`config.mk`:
```
export PLATFORM = sky130hd
export DESIGN_NAME = vga_timing_gen
export DESIGN_NICKNAME = d
export VERILOG_FILES = /design/src/rtl/vga_timing_gen.sv
export SDC_FILE = /design/constraint.sdc
export NUM_CORES = 1
export LEC_CHECK = 0
export ABC_AREA = 1
export BUFFER_PORTS_ARGS = -buffer_cell sky130_fd_sc_hd__clkbuf_2
export CAP_MARGIN = 20
export CORE_MARGIN = 8
export CORE_UTILIZATION = 52
export DETAILED_ROUTE_END_ITERATION = 10
export GPL_TIMING_DRIVEN = 0
export PLACE_DENSITY_LB_ADDON = 0.3
export SYNTH_ARGS = -nofsm -noshare
export SYNTH_HDL_FRONTEND = slang
export SYNTH_SLANG_ARGS = --single-unit
```
`constraint.sdc`:
```
create_clock -name clk_in -period 1.54 [get_ports clk_in]
set_input_delay 0.154 -clock clk_in [delete_from_list [all_inputs] [get_ports clk_in]]
set_output_delay 0.154 -clock clk_in [all_outputs]
set_load 0.005 [all_outputs]
```
`src/rtl/vga_timing_gen.sv`:
```
// vga_timing_gen: 640x480@60 raster timing generator on the pixel clock.
// Walks h/v counters and registers sync, blanking, coordinates and strobes.
module vga_timing_gen #(
    parameter int H_VISIBLE = 640,
    parameter int H_FRONT   = 16,
    parameter int H_SYNC    = 96,
    parameter int H_BACK    = 48,
    parameter int V_VISIBLE = 480,
    parameter int V_FRONT   = 10,
    parameter int V_SYNC    = 2,
    parameter int V_BACK    = 33,
    parameter bit HSYNC_POL = 1'b0,
    parameter bit VSYNC_POL = 1'b0,
    parameter int COUNT_W   = 10
) (
    input  logic               clk_in,
    input  logic               reset,
    input  logic               enable,
    output logic               hsync,
    output logic               vsync,
    output logic               video_on,
    output logic [COUNT_W-1:0] pixel_x,
    output logic [COUNT_W-1:0] pixel_y,
    output logic               line_start,
    output logic               frame_start,
    output logic [7:0]         frame_count
);

    localparam int H_TOTAL = H_VISIBLE + H_FRONT + H_SYNC + H_BACK;
    localparam int V_TOTAL = V_VISIBLE + V_FRONT + V_SYNC + V_BACK;

    localparam logic [COUNT_W-1:0] H_LAST   = COUNT_W'(H_TOTAL - 1);
    localparam logic [COUNT_W-1:0] V_LAST   = COUNT_W'(V_TOTAL - 1);
    localparam logic [COUNT_W-1:0] H_VIS    = COUNT_W'(H_VISIBLE);
    localparam logic [COUNT_W-1:0] V_VIS    = COUNT_W'(V_VISIBLE);
    localparam logic [COUNT_W-1:0] HS_FIRST = COUNT_W'(H_VISIBLE + H_FRONT);
    localparam logic [COUNT_W-1:0] HS_LAST  = COUNT_W'(H_VISIBLE + H_FRONT + H_SYNC - 1);
    localparam logic [COUNT_W-1:0] VS_FIRST = COUNT_W'(V_VISIBLE + V_FRONT);
    localparam logic [COUNT_W-1:0] VS_LAST  = COUNT_W'(V_VISIBLE + V_FRONT + V_SYNC - 1);

    logic [COUNT_W-1:0] h_cnt_q, h_cnt_d;
    logic [COUNT_W-1:0] v_cnt_q, v_cnt_d;
    logic [7:0]         frame_count_q, frame_count_d;
    logic               hsync_q, hsync_d;
    logic               vsync_q, vsync_d;
    logic               video_on_q, video_on_d;
    logic [COUNT_W-1:0] pixel_x_q, pixel_x_d;
    logic [COUNT_W-1:0] pixel_y_q, pixel_y_d;
    logic               line_start_q, line_start_d;
    logic               frame_start_q, frame_start_d;

    logic h_wrap;
    logic v_wrap;

    assign h_wrap = (h_cnt_q == H_LAST);
    assign v_wrap = (v_cnt_q == V_LAST);

    // Advance the raster counters and the completed-frame count.
    always_comb begin
        h_cnt_d       = h_cnt_q;
        v_cnt_d       = v_cnt_q;
        frame_count_d = frame_count_q;
        if (enable) begin
            h_cnt_d = h_wrap ? '0 : h_cnt_q + COUNT_W'(1);
            if (h_wrap) begin
                v_cnt_d = v_wrap ? '0 : v_cnt_q + COUNT_W'(1);
                if (v_wrap) begin
                    frame_count_d = frame_count_q + 8'd1;
                end
            end
        end
    end

    // Decode the pre-edge position into the next output values.
    always_comb begin
        hsync_d       = hsync_q;
        vsync_d       = vsync_q;
        video_on_d    = video_on_q;
        pixel_x_d     = pixel_x_q;
        pixel_y_d     = pixel_y_q;
        line_start_d  = 1'b0;
        frame_start_d = 1'b0;
        if (enable) begin
            hsync_d = (h_cnt_q >= HS_FIRST && h_cnt_q <= HS_LAST)
                      ? HSYNC_POL : ~HSYNC_POL;
            vsync_d = (v_cnt_q >= VS_FIRST && v_cnt_q <= VS_LAST)
                      ? VSYNC_POL : ~VSYNC_POL;
            video_on_d    = (h_cnt_q < H_VIS) && (v_cnt_q < V_VIS);
            pixel_x_d     = h_cnt_q;
            pixel_y_d     = v_cnt_q;
            line_start_d  = (h_cnt_q == '0);
            frame_start_d = (h_cnt_q == '0) && (v_cnt_q == '0);
        end
    end

    // State and output registers; reset parks the raster at the origin.
    always_ff @(posedge clk_in or posedge reset) begin
        if (reset) begin
            h_cnt_q       <= '0;
            v_cnt_q       <= '0;
            frame_count_q <= '0;
            hsync_q       <= ~HSYNC_POL;
            vsync_q       <= ~VSYNC_POL;
            video_on_q    <= 1'b0;
            pixel_x_q     <= '0;
            pixel_y_q     <= '0;
            line_start_q  <= 1'b0;
            frame_start_q <= 1'b0;
        end else begin
            h_cnt_q       <= h_cnt_d;
            v_cnt_q       <= v_cnt_d;
            frame_count_q <= frame_count_d;
            hsync_q       <= hsync_d;
            vsync_q       <= vsync_d;
            video_on_q    <= video_on_d;
            pixel_x_q     <= pixel_x_d;
            pixel_y_q     <= pixel_y_d;
            line_start_q  <= line_start_d;
            frame_start_q <= frame_start_d;
        end
    end

    assign hsync       = hsync_q;
    assign vsync       = vsync_q;
    assign video_on    = video_on_q;
    assign pixel_x     = pixel_x_q;
    assign pixel_y     = pixel_y_q;
    assign line_start  = line_start_q;
    assign frame_start = frame_start_q;
    assign frame_count = frame_count_q;

endmodule

```
* Word-level counts from Yosys, hierarchy flattened *
Index checks and enable logic that the tools add are counted.

operators by class
  add/sub/neg operators = 3
  order comparisons = 6
  eq/ne operators = 2
  multiplexer cells = 6
  reduce and logical (&&, ||, !) cells = 8

operators by type and width
  cell                                                                                   number
  10-bit by 1-bit adder with 10-bit output (second input constant)                       2
  10-bit == test (second input constant)                                                 2
  10-bit zero test                                                                       2
  10-bit two-way mux                                                                     2
  10-bit greater-or-equal comparator (second input constant)                             1
  10-bit by 9-bit greater-or-equal comparator with 1-bit output (second input constant)  1
  10-bit less-or-equal comparator (second input constant)                                1
  10-bit by 9-bit less-or-equal comparator with 1-bit output (second input constant)     1
  10-bit < comparator (second input constant)                                            1
  10-bit by 9-bit < comparator with 1-bit output (second input constant)                 1
  8-bit by 1-bit adder with 8-bit output (second input constant)                         1
  1-bit logical AND                                                                      4
  1-bit two-way mux                                                                      4
  3-bit AND reduction                                                                    1
  2-bit AND reduction                                                                    1

word-level totals
  register bits after elaboration = 53
  output and inout port bits = 33
  logic and storage cells = 35

* Logic depth before layout (Yosys ltp) *
Gate-level depths: netlist (run 1).

  depth in word-level cells = 3
  mapped depth = 10
  mapped depth without buffers = 10

* Worst setup path before layout (run 1) *
No wires, ideal clock.

  kind = register to register
  start point = register v_cnt_q[0]
  end point = register frame_count_q[3], in the netlist frame_count[3]
  arrival = 1.311 ns
  required time = 1.421 ns
  setup slack = 0.109 ns
  stages on the path, launching flop included = 10
  buffers on the path = 0
  cells stage by stage = dfrtp_1 > inv_1 > ha_1 > inv_1 > nor2_1 > nand3b_1 > nor2_4 > nand2_8 > o21ai_2 > nand2_1

between the ends
  word-level cells in the longest chain between the ends = 2

RTL lines
  what                                  line  text
  start, declared                       42    logic [COUNT_W-1:0] v_cnt_q, v_cnt_d;
  start signal, assigned                111   v_cnt_q <= v_cnt_d;
  10-bit == test                        56    assign v_wrap = (v_cnt_q == V_LAST);
  3-bit AND reduction (no source line)  --
  end signal, assigned                  112   frame_count_q <= frame_count_d;
  end, declared                         43    logic [7:0] frame_count_q, frame_count_d;

Every way passes these cells.
A chain may end at the register's enable or synchronous reset.

* Worst setup path after layout (run 1) *
  start point = register h_cnt_q[5]
  end point = register v_cnt_q[0]

between the ends
  word-level cells in the longest chain between the ends = 2

RTL lines
  what                                  line  text
  start, declared                       41    logic [COUNT_W-1:0] h_cnt_q, h_cnt_d;
  start signal, assigned                110   h_cnt_q <= h_cnt_d;
  10-bit == test                        55    assign h_wrap = (h_cnt_q == H_LAST);
  2-bit AND reduction (no source line)  --

Every way passes these cells.

==> impl_table.tex, run 1 <==
\begin{tabular}{lr}
\hline
Metric & Value \\
\hline
\multicolumn{2}{l}{\textbf{Logic synthesis}} \\
\quad Fraction of synthesized cell area taken by the top area cell type & 47.4\% \\
\quad Seq/Total Area, Yosys & 49.4\% \\
\quad Number of nets in the synthesized netlist & 341 \\
\quad Combinational family with the most area after synthesis & simple AND/OR/NAND/NOR gates \\
\quad Share of cell area taken by muxes after synthesis & 0\% \\
\quad Cell variety after synth & 29 \\
\quad Number of enable-type register cells in the synthesized netlist & 0 \\
\quad Post-Syn Area & 0.00269 mm2 \\
\quad XOR/XNOR share of the synthesized area & 2.28\% \\
\quad Mean Syn Cell Area & 8.11 um2 \\
\quad Dominant cell by count in the synthesized netlist & nand2\_1 \\
\quad Share of flip-flops with an asynchronous set or reset after synthesis & 100\% \\
\quad Yosys Warn Count & 0 \\
\quad Synth Instances & 332 \\
\quad Top area cells in the synthesized netlist & dfrtp\_1 (47\%), nand2\_1 (12\%), inv\_1 (5.9\%), nor2\_1 (5.9\%), o21ai\_0 (5.0\%) \\
\quad Biggest area consumer among synthesized cells & dfrtp\_1 \\
\quad Commonest cells post-synth & nand2\_1 (86), dfrtp\_1 (51), inv\_1 (42), nor2\_1 (42), o21ai\_0 (27) \\
\quad Share of the synthesized area in compound gates (AO/OA/AOI/OAI) & 7.86\% \\
\quad Simple-Gate Fraction of Synth Area & 30.5\% \\
\quad Most instantiated flip-flop cell in the synthesis netlist & dfrtp\_1 \\
\quad Synthesized-area fraction occupied by adder cells & 2.79\% \\
\quad Number of flip-flops and latches in the synthesized netlist & 53 \\
\multicolumn{2}{l}{\textbf{Floorplanning}} \\
\quad Area enclosed by the die boundary & 0.00773 mm2 \\
\quad Effective utilization at floorplan & 53.4\% \\
\quad Die extent in y & 87.9 um \\
\quad Horizontal extent of the die & 87.9 um \\
\quad Area of the core region & 0.00504 mm2 \\
\quad Total number of placement rows & 26 \\
\quad I/O pin cnt & 36 \\
\multicolumn{2}{l}{\textbf{Clocking}} \\
\quad Cell at the root of the clock tree & clkbuf\_8 \\
\quad CTS buffer count & 5 \\
\quad Clock slew at the register clock pins of the worst setup and hold paths & 0.09 ns \\
\quad Worst-skew pair later-pin latency & 0.30 ns \\
\quad Number of buffers on the longest clock path & 2 \\
\quad CTS Sinks & 53 \\
\quad CTS tree & yes \\
\quad CTS H-tree depth & 2 \\
\multicolumn{2}{l}{\textbf{Power}} \\
\quad Max IR drop VDD & 0.000449 V \\
\quad Leakage dissipation & 0.00166 uW \\
\quad Power density cells & 1070 mW/mm2 \\
\quad Final Power & 3420 uW \\
\multicolumn{2}{l}{\textbf{Cells and area}} \\
\quad Proportion of layout cells with a drive suffix above 1 & 21.3\% \\
\quad Layout overhead on the synthesized area & 19.0\% \\
\quad Number of nets in the final layout & 394 \\
\quad Cell area after layout & 0.00320 mm2 \\
\quad Utilization of the core after routing & 63.5\% \\
\quad Diodes inserted & 0 \\
\multicolumn{2}{l}{\textbf{Routing}} \\
\quad Number of iterations in the first detailed-routing pass & 4 \\
\quad Vias per inst & 5.07 \\
\quad Routed Antenna Nets & 0 \\
\quad Total DRC errors in the routed layout & 0 \\
\quad Mean routed wirelength per cell & 13.3 um \\
\quad Iteration-0 DRC Markers & 98 \\
\quad Vias after detailed routing & 2305 \\
\quad Routed WL & 6060 um \\
\multicolumn{2}{l}{\textbf{Worst setup path}} \\
\quad Reg2reg start & h\_cnt\_q[5] \\
\quad Cell depth of the worst flop-to-flop path & 7 \\
\quad Setup CP Type & reg -> reg \\
\quad Endpoint of the most critical register-to-register path & v\_cnt\_q[0] \\
\quad Termination of the worst setup path & v\_cnt\_q[0] \\
\quad Setup crit start & h\_cnt\_q[5] \\
\quad Kind of launch point of the worst setup path & flop \\
\quad Endpoint type of the worst setup path & flop \\
\quad Required time reported for the critical path endpoint & 1.77 ns \\
\quad Critical path data arrival time & 1.69 ns \\
\quad Reg-to-reg slack, setup & 0.08 ns \\
\quad Critical path peak fanout & 6 \\
\multicolumn{2}{l}{\textbf{Timing}} \\
\quad Max\_slew headroom & 63.6\% \\
\quad Final setup violation count & 0 \\
\quad Final Max Slew Viols & 0 \\
\quad Final Hold Slack & 0.192 ns \\
\quad Slew of the pin with the lowest slew margin & 0.546 ns \\
\quad Setup slack after layout & 0.0812 ns \\
\quad Setup repair after global routing missed its margin & true \\
\quad Crit share post-route & 94.7\% \\
\quad Post-route clock skew & 0.0120 ns \\
\quad Final hold violation count & 0 \\
\quad Maximum frequency from static timing analysis & 0.685 GHz \\
\quad Final worst path period need & 1.46 ns \\
\multicolumn{2}{l}{\textbf{Worst hold path}} \\
\quad Path category of the worst min-delay check & in -> reg \\
\multicolumn{2}{l}{\textbf{Outcome}} \\
\quad Status & finished clean \\
\multicolumn{2}{l}{\textbf{GRT}} \\
\quad Antenna violations before repair & 0 \\
\quad First-pass GRT wire length & 10200 um \\
\quad Overflow after GRT & 0 \\
\quad Largest net degree at the start of global routing & 30 \\
\quad Tot GR Track Use & 16.5\% \\
\quad Via count of the first global-routing pass & 2283 \\
\multicolumn{2}{l}{\textbf{Placement}} \\
\quad Total cell area at the placement stage & 0.00297 mm2 \\
\quad RD Place Congestion & 0.867 \\
\quad Half-perimeter wire length after placement & 4410 um \\
\quad Buffers on Ports & 35 \\
\quad Dpl ws & -0.0723 ns \\
\multicolumn{2}{l}{\textbf{Job}} \\
\quad Max cap viols & 0 \\
\hline
\end{tabular}
==> metal layers <==
| metal | vias up | track usage [%] | share of wire [%] |
|---|---|---|---|
| li1 | 1167 | - | - |
| met1 | 1086 | 19.5 | 45 |
| met2 | 43 | 28.8 | 50 |
| met3 | 9 | 3.28 | 3.8 |
| met4 | 0 | 6.41 | 1.3 |
| met5 | - | 0 | 0 |
==> cells by family after synthesis <==
kind of cell,after synthesis
xor+xnor,7
buf+inv,49
simple gates,178
fa+ha+maj,6
compound gates,39
flops,53
==> cells in the final DEF, fill, tap and decap left out, types with 3 or more instances in the layout <==
| cell type | synthesis | final |
|---|---|---|
| ha_1 | 6 | 5 |
| nand3_1 | 23 | 22 |
| clkbuf_8 | 0 | 6 |
| dfrtp_1 | 51 | 50 |
| a21oi_1 | 5 | 5 |
| nor3_1 | 5 | 5 |
| nand4_1 | 8 | 8 |
| xor2_1 | 7 | 7 |
| o21ai_0 | 27 | 27 |
| inv_2 | 0 | 4 |
| clkbuf_1 | 4 | 5 |
| nand2_1 | 86 | 85 |
| buf_4 | 1 | 8 |
| inv_1 | 42 | 38 |
| nor2_2 | 3 | 3 |
| clkbuf_2 | 0 | 35 |
| nor2_1 | 42 | 40 |
| nor2_4 | 3 | 6 |
| o21ai_2 | 3 | 3 |
==> layout make-up <==
cell class | count | area (um2)
multi-input combinational | 231 | 1240
clock buffer | 7 | 86.3
sequential | 53 | 1330
inverter | 43 | 166
fill | 444 | 1840
timing repair buffer | 45 | 269
tap | 70 | 87.6
buffer | 6 | 27.5
==> metrics by stage <==
step | instances | setup TNS, ns
CTS | 454 | 0
finish | 455 | 0
floorplan | 332 | 0
global placement | 437 | -28.71
detailed placement | 438 | -0.456
global route | 455 | -0.103
==> repair_timing <==
item / in CTS / in global routing
cloned: 0 / 1
gates resized for setup: 4 / 14
endpoints found under the setup margin: 12 / 18
buffers inserted: 8 / 0
hold buffers: 1 / 0
endpoints found under the hold margin: 23 / 0
pin swaps: 4 / 5
==> worst min path at each step <==
stage	start	depth (start not counted)	endpoint
after floorplan	enable	3	h_cnt_q[2]
after global placement	pixel_x[2]	2	pixel_x[2]
after detailed placement	reset	2	frame_count[1]
after CTS	enable	4	hsync
after global routing	enable	4	h_cnt_q[2]
final	enable	4	h_cnt_q[2]
==> registers in the layout, summed over array words and instances (netlist names) <==
register and flops:
v_cnt_q 10, video_on 1, vsync 1, h_cnt_q 10, line_start 1, frame_count 8
pixel_x 10, frame_start 1, hsync 1, pixel_y 10
==> worst max-delay path: stages, from the launching register on <==
cell,delay (ns)
dfrtp_1,0.44
inv_1,0.15
nand2_1,0.11
nor2_4,0.18
nand3_4,0.14
nor2_2,0.20
nand3_1,0.08
o21ai_0,0.07
==> power breakdown <==
group / total [uW] / switching (uW) / internal (uW)
sequential: 1810 / 208 / 1600
clock: 790 / 432 / 358
combinational: 818 / 521 / 297
total: 3420 / 1160 / 2260
Note: power is estimated with default switching activity, not from simulation.
==> run 2, diff against run 1 <==
- CORE_UTILIZATION: 52 -> 40
==> impl_table.tex, run 2 (same netlist as run 1, synthesis figures left out) <==
\begin{tabular}{lr}
\hline
Metric & Value \\
\hline
\multicolumn{2}{l}{\textbf{Power}} \\
\quad Power density cells & 1090 mW/mm2 \\
\quad Net Sw Power & 1150 uW \\
\quad Final Power & 3600 uW \\
\quad Leakage dissipation & 0.00170 uW \\
\quad Share of total power in sequential cells & 50.5\% \\
\quad Internal & 2450 uW \\
\quad Clk network pwr share & 27.4\% \\
\quad Fraction of power spent switching nets & 32.0\% \\
\quad Gate power share & 22.1\% \\
\quad Max IR drop VDD & 0.000417 V \\
\multicolumn{2}{l}{\textbf{Worst setup path}} \\
\quad Kind of launch point of the worst setup path & flop \\
\quad Critical path data arrival time & 1.68 ns \\
\quad Cell family with the largest share of critical-path delay & simple AND/OR/NAND/NOR gates \\
\quad Critical path peak fanout & 9 \\
\quad Endpoint of the most critical register-to-register path & frame\_count[3] \\
\quad Cell depth of the worst flop-to-flop path & 9 \\
\quad Critical path's slowest cell & dfrtp\_1 \\
\quad Reg-to-reg slack, setup & 0.06 ns \\
\quad Endpoint type of the worst setup path & flop \\
\quad Reg2reg start & v\_cnt\_q[0] \\
\quad Delay of the slowest critical-path stage & 0.41 ns \\
\quad Critical path, cell by cell & inv\_2 > ha\_1 > inv\_2 > nor2\_4 > nand3b\_1 > nor2\_4 > nand2\_8 > o21ai\_2 > nand2\_1 \\
\quad Required time reported for the critical path endpoint & 1.74 ns \\
\quad WP buf/inv & 2 \\
\quad Setup CP Type & reg -> reg \\
\multicolumn{2}{l}{\textbf{Cells and area}} \\
\quad Fillers & 662 \\
\quad Number of cells in the finished layout apart from fillers & 473 \\
\quad Number of nets in the final layout & 401 \\
\quad Layout overhead on the synthesized area & 22.1\% \\
\quad Most common library cell in the layout ignoring fill and taps & nand2\_1 \\
\quad Most frequent cells in the layout & nand2\_1 (85), dfrtp\_1 (47), nor2\_1 (41) \\
\quad Utilization of the core after routing & 49.5\% \\
\quad Proportion of layout cells with a drive suffix above 1 & 24.4\% \\
\quad Diodes inserted & 0 \\
\multicolumn{2}{l}{\textbf{Timing}} \\
\quad Final worst path period need & 1.48 ns \\
\quad Final Hold Slack & 0.194 ns \\
\quad Max\_slew headroom & 63.6\% \\
\quad Final setup violation count & 0 \\
\quad Post-route clock skew & 0.00449 ns \\
\quad Final hold violation count & 0 \\
\quad Crit share post-route & 95.9\% \\
\quad Final Max Slew Viols & 0 \\
\quad Setup Total Neg Slack & 0 ns \\
\quad Maximum frequency from static timing analysis & 0.677 GHz \\
\quad Slew of the pin with the lowest slew margin & 0.545 ns \\
\multicolumn{2}{l}{\textbf{Placement}} \\
\quad RD Place Congestion & 0.849 \\
\quad Buffers on Ports & 35 \\
\quad Placed cells & 448 \\
\quad Half-perimeter wire length after placement & 4500 um \\
\multicolumn{2}{l}{\textbf{Routing}} \\
\quad Vias per inst & 4.90 \\
\quad Routed WL & 6280 um \\
\quad Number of iterations in the first detailed-routing pass & 4 \\
\quad Vias after detailed routing & 2318 \\
\quad Routed Antenna Nets & 0 \\
\quad Total DRC errors in the routed layout & 0 \\
\quad Iteration-0 DRC Markers & 123 \\
\quad Mean routed wirelength per cell & 13.3 um \\
\multicolumn{2}{l}{\textbf{Clocking}} \\
\quad Clock slew at the register clock pins of the worst setup and hold paths & 0.09 ns \\
\quad CTS Sinks & 53 \\
\quad Number of buffers on the longest clock path & 2 \\
\quad Cell at the root of the clock tree & clkbuf\_8 \\
\quad Worst-skew pair later-pin latency & 0.31 ns \\
\quad CTS tree & yes \\
\quad CTS buffer count & 5 \\
\quad CTS H-tree depth & 2 \\
\multicolumn{2}{l}{\textbf{GRT}} \\
\quad Overflow after GRT & 0 \\
\quad Largest net degree at the start of global routing & 31 \\
\quad Tot GR Track Use & 13.4\% \\
\quad Via count of the first global-routing pass & 2242 \\
\quad Antenna violations before repair & 0 \\
\quad First-pass GRT wire length & 10500 um \\
\multicolumn{2}{l}{\textbf{Worst hold path}} \\
\quad Launch point of the worst hold path & enable \\
\quad Hold-critical path endpoint & h\_cnt\_q[2] \\
\quad Hold depth & 4 \\
\quad Path category of the worst min-delay check & in -> reg \\
\multicolumn{2}{l}{\textbf{Floorplanning}} \\
\quad Area enclosed by the die boundary & 0.00961 mm2 \\
\quad Total number of placement rows & 30 \\
\quad Die extent in y & 98.0 um \\
\quad I/O pin cnt & 36 \\
\quad Horizontal extent of the die & 98.0 um \\
\quad Area of the core region & 0.00664 mm2 \\
\quad Effective utilization at floorplan & 40.5\% \\
\multicolumn{2}{l}{\textbf{Job}} \\
\quad Max cap viols & 0 \\
\multicolumn{2}{l}{\textbf{Outcome}} \\
\quad Status & finished clean \\
\hline
\end{tabular}
run 2: cell count changes in the layout (fill, tap and decap cells not counted), moves of 2 or more:
cell | before | now
dfrtp_1 | 50 | 47
inv_1 | 38 | 35
nor2_2 | 3 | 1
inv_2 | 4 | 7
buf_4 | 8 | 15
dfrtp_2 | 1 | 4
run 2: layer usage:
metal | routed length [um] | vias up | GRT usage, %
met5 | 0 | - | 0
met4 | 62 | 0 | 5.40
met3 | 250 | 5 | 4.05
met2 | 3190 | 43 | 22.7
met1 | 2780 | 1092 | 15.5
li1 | - | 1178 | -
run 2: power by group through the flow:
stage / logic [uW] / registers (uW) / clock network, uW
CTS: 748 / 1810 / 1010
global placement: 704 / 1830 / 0
finish: 796 / 1820 / 987
global route: 919 / 1850 / 1070
detailed placement: 721 / 1840 / 0
floorplan: 482 / 1800 / 0
run 2: worst max-delay path by stage:
| stage | from | to | slack [ns] | depth (start not counted) |
|---|---|---|---|---|
| floorplan | reset | frame_count[0] | 0.10 | 1 |
| global placement | reset | pixel_x[6] | -0.60 | 2 |
| detailed placement | v_cnt_q[0] | frame_count[7] | -0.09 | 7 |
| CTS | h_cnt_q[1] | v_cnt_q[5] | 0.004 | 8 |
| global route | v_cnt_q[0] | frame_count[6] | -0.02 | 8 |
| finish | v_cnt_q[0] | frame_count[3] | 0.06 | 9 |
run 2: area by class of cell:
| type | instances | area [um2] | area share (%) |
|---|---|---|---|
| Tap cell | 80 | 100 | 3.05 |
| Inverter | 43 | 166 | 5.06 |
| Multi-Input combinational cell | 230 | 1200 | 36.5 |
| Clock buffer | 7 | 86.3 | 2.63 |
| Timing Repair Buffer | 53 | 342 | 10.4 |
| Clock inverter | 1 | 30.0 | 0.914 |
| Sequential cell | 53 | 1330 | 40.6 |
| Buffer | 6 | 27.5 | 0.837 |
run 2: what timing repair did:
action                                  in CTS  in global routing
pin swaps                                    4                  7
endpoints found under the hold margin       22                  0
endpoints found under the setup margin      14                 18
gates resized for setup                      5                 18
hold buffers                                 1                  0
buffers inserted                             7                  9
run 2: tightest hold or removal path: cells and delay by family:
| kind | cells | cell delay, ns |
|---|---|---|
| xor+xnor | 1 | 0.07 |
| buf+inv | 2 | 0.15 |
| simple gates | 1 | 0.09 |
run 2: through the flow:
stage               setup slack, ns  area [um2]
finish                       0.0639        3290
detailed placement          -0.0897        2990
floorplan                     0.103        2690
CTS                         0.00409        3170
global route                -0.0224        3290
global placement             -0.599        2970
==> run 3, diff against run 2 <==
- clock period: 1.54 -> 1.38 ns (I/O delays scaled with it)
==> impl_table.tex, run 3 (same netlist as run 1, synthesis figures left out) <==
\begin{tabular}{lr}
\hline
Metric & Value \\
\hline
\multicolumn{2}{l}{\textbf{Routing}} \\
\quad Metal3 WL & 214 um \\
\quad Number of iterations in the first detailed-routing pass & 4 \\
\quad Routed metal-1 wire length & 2900 um \\
\quad Routed WL & 6580 um \\
\quad Mean routed wirelength per cell & 13.5 um \\
\quad Iteration-0 DRC Markers & 104 \\
\quad Routed Antenna Nets & 0 \\
\quad Total DRC errors in the routed layout & 0 \\
\quad Vias per inst & 4.94 \\
\quad Top sig layer & met4 \\
\quad Detailed-routed wire length on met2 & 3370 um \\
\quad Vias after detailed routing & 2405 \\
\multicolumn{2}{l}{\textbf{GRT}} \\
\quad Tot GR Track Use & 14.1\% \\
\quad First-pass GRT wire length & 11300 um \\
\quad Largest net degree at the start of global routing & 38 \\
\quad Overflow after GRT & 0 \\
\quad Via count of the first global-routing pass & 2426 \\
\quad Antenna violations before repair & 0 \\
\multicolumn{2}{l}{\textbf{Worst setup path}} \\
\quad Critical path peak fanout & 6 \\
\quad Critical path data arrival time & 1.65 ns \\
\quad Endpoint type of the worst setup path & flop \\
\quad Required time reported for the critical path endpoint & 1.59 ns \\
\quad Reg-to-reg slack, setup & -0.06 ns \\
\quad Kind of launch point of the worst setup path & flop \\
\quad Setup CP Type & reg -> reg \\
\multicolumn{2}{l}{\textbf{Placement}} \\
\quad RD Place Congestion & 0.849 \\
\quad Placed cells & 448 \\
\quad Half-perimeter wire length after placement & 4390 um \\
\quad Buffers on Ports & 35 \\
\multicolumn{2}{l}{\textbf{Job}} \\
\quad Max cap viols & 0 \\
\multicolumn{2}{l}{\textbf{Floorplanning}} \\
\quad Die extent in y & 98.0 um \\
\quad I/O pin cnt & 36 \\
\quad Area enclosed by the die boundary & 0.00961 mm2 \\
\quad Total number of placement rows & 30 \\
\quad Horizontal extent of the die & 98.0 um \\
\quad Effective utilization at floorplan & 40.5\% \\
\quad Area of the core region & 0.00664 mm2 \\
\multicolumn{2}{l}{\textbf{Timing}} \\
\quad Final hold violation count & 0 \\
\quad Post-route clock skew & 0.00709 ns \\
\quad Setup repair after global routing missed its margin & true \\
\quad Final setup violation count & 9 \\
\quad Maximum frequency from static timing analysis & 0.693 GHz \\
\quad Crit share post-route & 105\% \\
\quad Slew of the pin with the lowest slew margin & 0.492 ns \\
\quad Setup slack after layout & -0.0625 ns \\
\quad Max\_slew headroom & 67.2\% \\
\quad Final worst path period need & 1.44 ns \\
\quad Final Max Slew Viols & 0 \\
\multicolumn{2}{l}{\textbf{Power}} \\
\quad Leakage dissipation & 0.00177 uW \\
\quad Final Power & 4090 uW \\
\quad Max IR drop VDD & 0.000440 V \\
\quad Power density cells & 1170 mW/mm2 \\
\multicolumn{2}{l}{\textbf{Outcome}} \\
\quad Violations in the final reports & negative setup slack \\
\quad Status & finished with violations \\
\multicolumn{2}{l}{\textbf{Clocking}} \\
\quad Cell at the root of the clock tree & clkbuf\_8 \\
\quad CTS Sinks & 53 \\
\quad Worst-skew pair later-pin latency & 0.31 ns \\
\quad Number of buffers on the longest clock path & 2 \\
\quad CTS H-tree depth & 2 \\
\quad CTS tree & yes \\
\quad CTS buffer count & 5 \\
\quad Clock slew at the register clock pins of the worst setup and hold paths & 0.09 ns \\
\multicolumn{2}{l}{\textbf{Cells and area}} \\
\quad Number of cells in the finished layout apart from fillers & 487 \\
\quad Diodes inserted & 0 \\
\quad Most common library cell in the layout ignoring fill and taps & nand2\_1 \\
\quad Most frequent cells in the layout & nand2\_1 (78), dfrtp\_1 (44), nor2\_1 (37) \\
\quad Proportion of layout cells with a drive suffix above 1 & 33.2\% \\
\quad Layout overhead on the synthesized area & 30.5\% \\
\quad Number of nets in the final layout & 415 \\
\multicolumn{2}{l}{\textbf{Worst hold path}} \\
\quad Path category of the worst min-delay check & in -> reg \\
\hline
\end{tabular}
-- run 3: changes by cell type in the layout (fill, tap and decap cells not counted), moves of 3 or more --
cell,previous run,this run
buf_4,15,26
nand2_1,85,78
nand2_2,2,8
o21ai_1,2,5
nand3_1,22,18
o21ai_2,3,6
dfrtp_1,47,44
nor2_4,6,10
o21ai_0,27,21
inv_1,35,30
dfrtp_2,4,7
nor2_1,41,37
-- run 3: per-layer routing --
layer / vias up / GRT usage, %
met3: 9 / 3.27
met5: - / 0
li1: 1214 / -
met1: 1146 / 16.2
met2: 36 / 24.9
met4: 0 / 4.92
-- run 3: area by class of cell --
cell class	count	area, um2
fillers	614	3130
clock buffers	8	90.1
multi-input cells	232	1340
plain buffers	6	30.0
well taps	80	100
flip-flops and latches	53	1340
inverters	43	175
repair buffers	65	435
-- run 3: path summary, 6_finish.rpt --
path,to,start,cells after the start
setup / recovery,frame_count[3],h_cnt_q[0],9
hold / removal,h_cnt_q[2],enable,5
setup reg to reg,frame_count[3],h_cnt_q[0],9
hold reg to reg,pixel_x[0],pixel_x[0],2
max in group asynchronous,vsync,reset,4
min in group asynchronous,frame_count[0],reset,3
-- run 3: critical path: stages, from the launching register on --
cell and delay, ns:
dfrtp_1 0.41, ha_4 0.17, nand2_4 0.05, nor2_4 0.12, nand2_4 0.08, nor2_8 0.10, buf_12 0.14, nand2_8 0.07
o21ai_2 0.13, nand2_1 0.06
-- run 3: report_power, final --
part	total, uW	switching, uW	internal, uW	leakage (uW)
Combinational	1170	689	481	0.00109
Clock	901	490	410	0.0000455
Sequential	2020	229	1790	0.000640
Total	4090	1410	2690	0.00177
-- run 3: metrics by stage --
stage	TNS (ns)	utilization (%)	setup slack (ns)	hold slack (ns)	area (um2)
floorplan	-0.180	-	-0.0434	0.199	2700
global placement	-2.79	44.7	-0.181	0.459	2970
detailed placement	-3.22	45.0	-0.234	0.150	2990
CTS	-0.296	50.0	-0.0632	0.253	3320
global route	-1.61	52.9	-0.147	0.261	3510
finish	-0.343	52.9	-0.0625	0.263	3510
-- run 3: repair_timing --
item | in CTS | in global routing
gates resized for setup | 23 | 43
hold buffers | 1 | 0
cloned | 2 | 0
endpoints found under the setup margin | 22 | 25
buffers inserted | 18 | 10
endpoints found under the hold margin | 16 | 0
pin swaps | 12 | 19
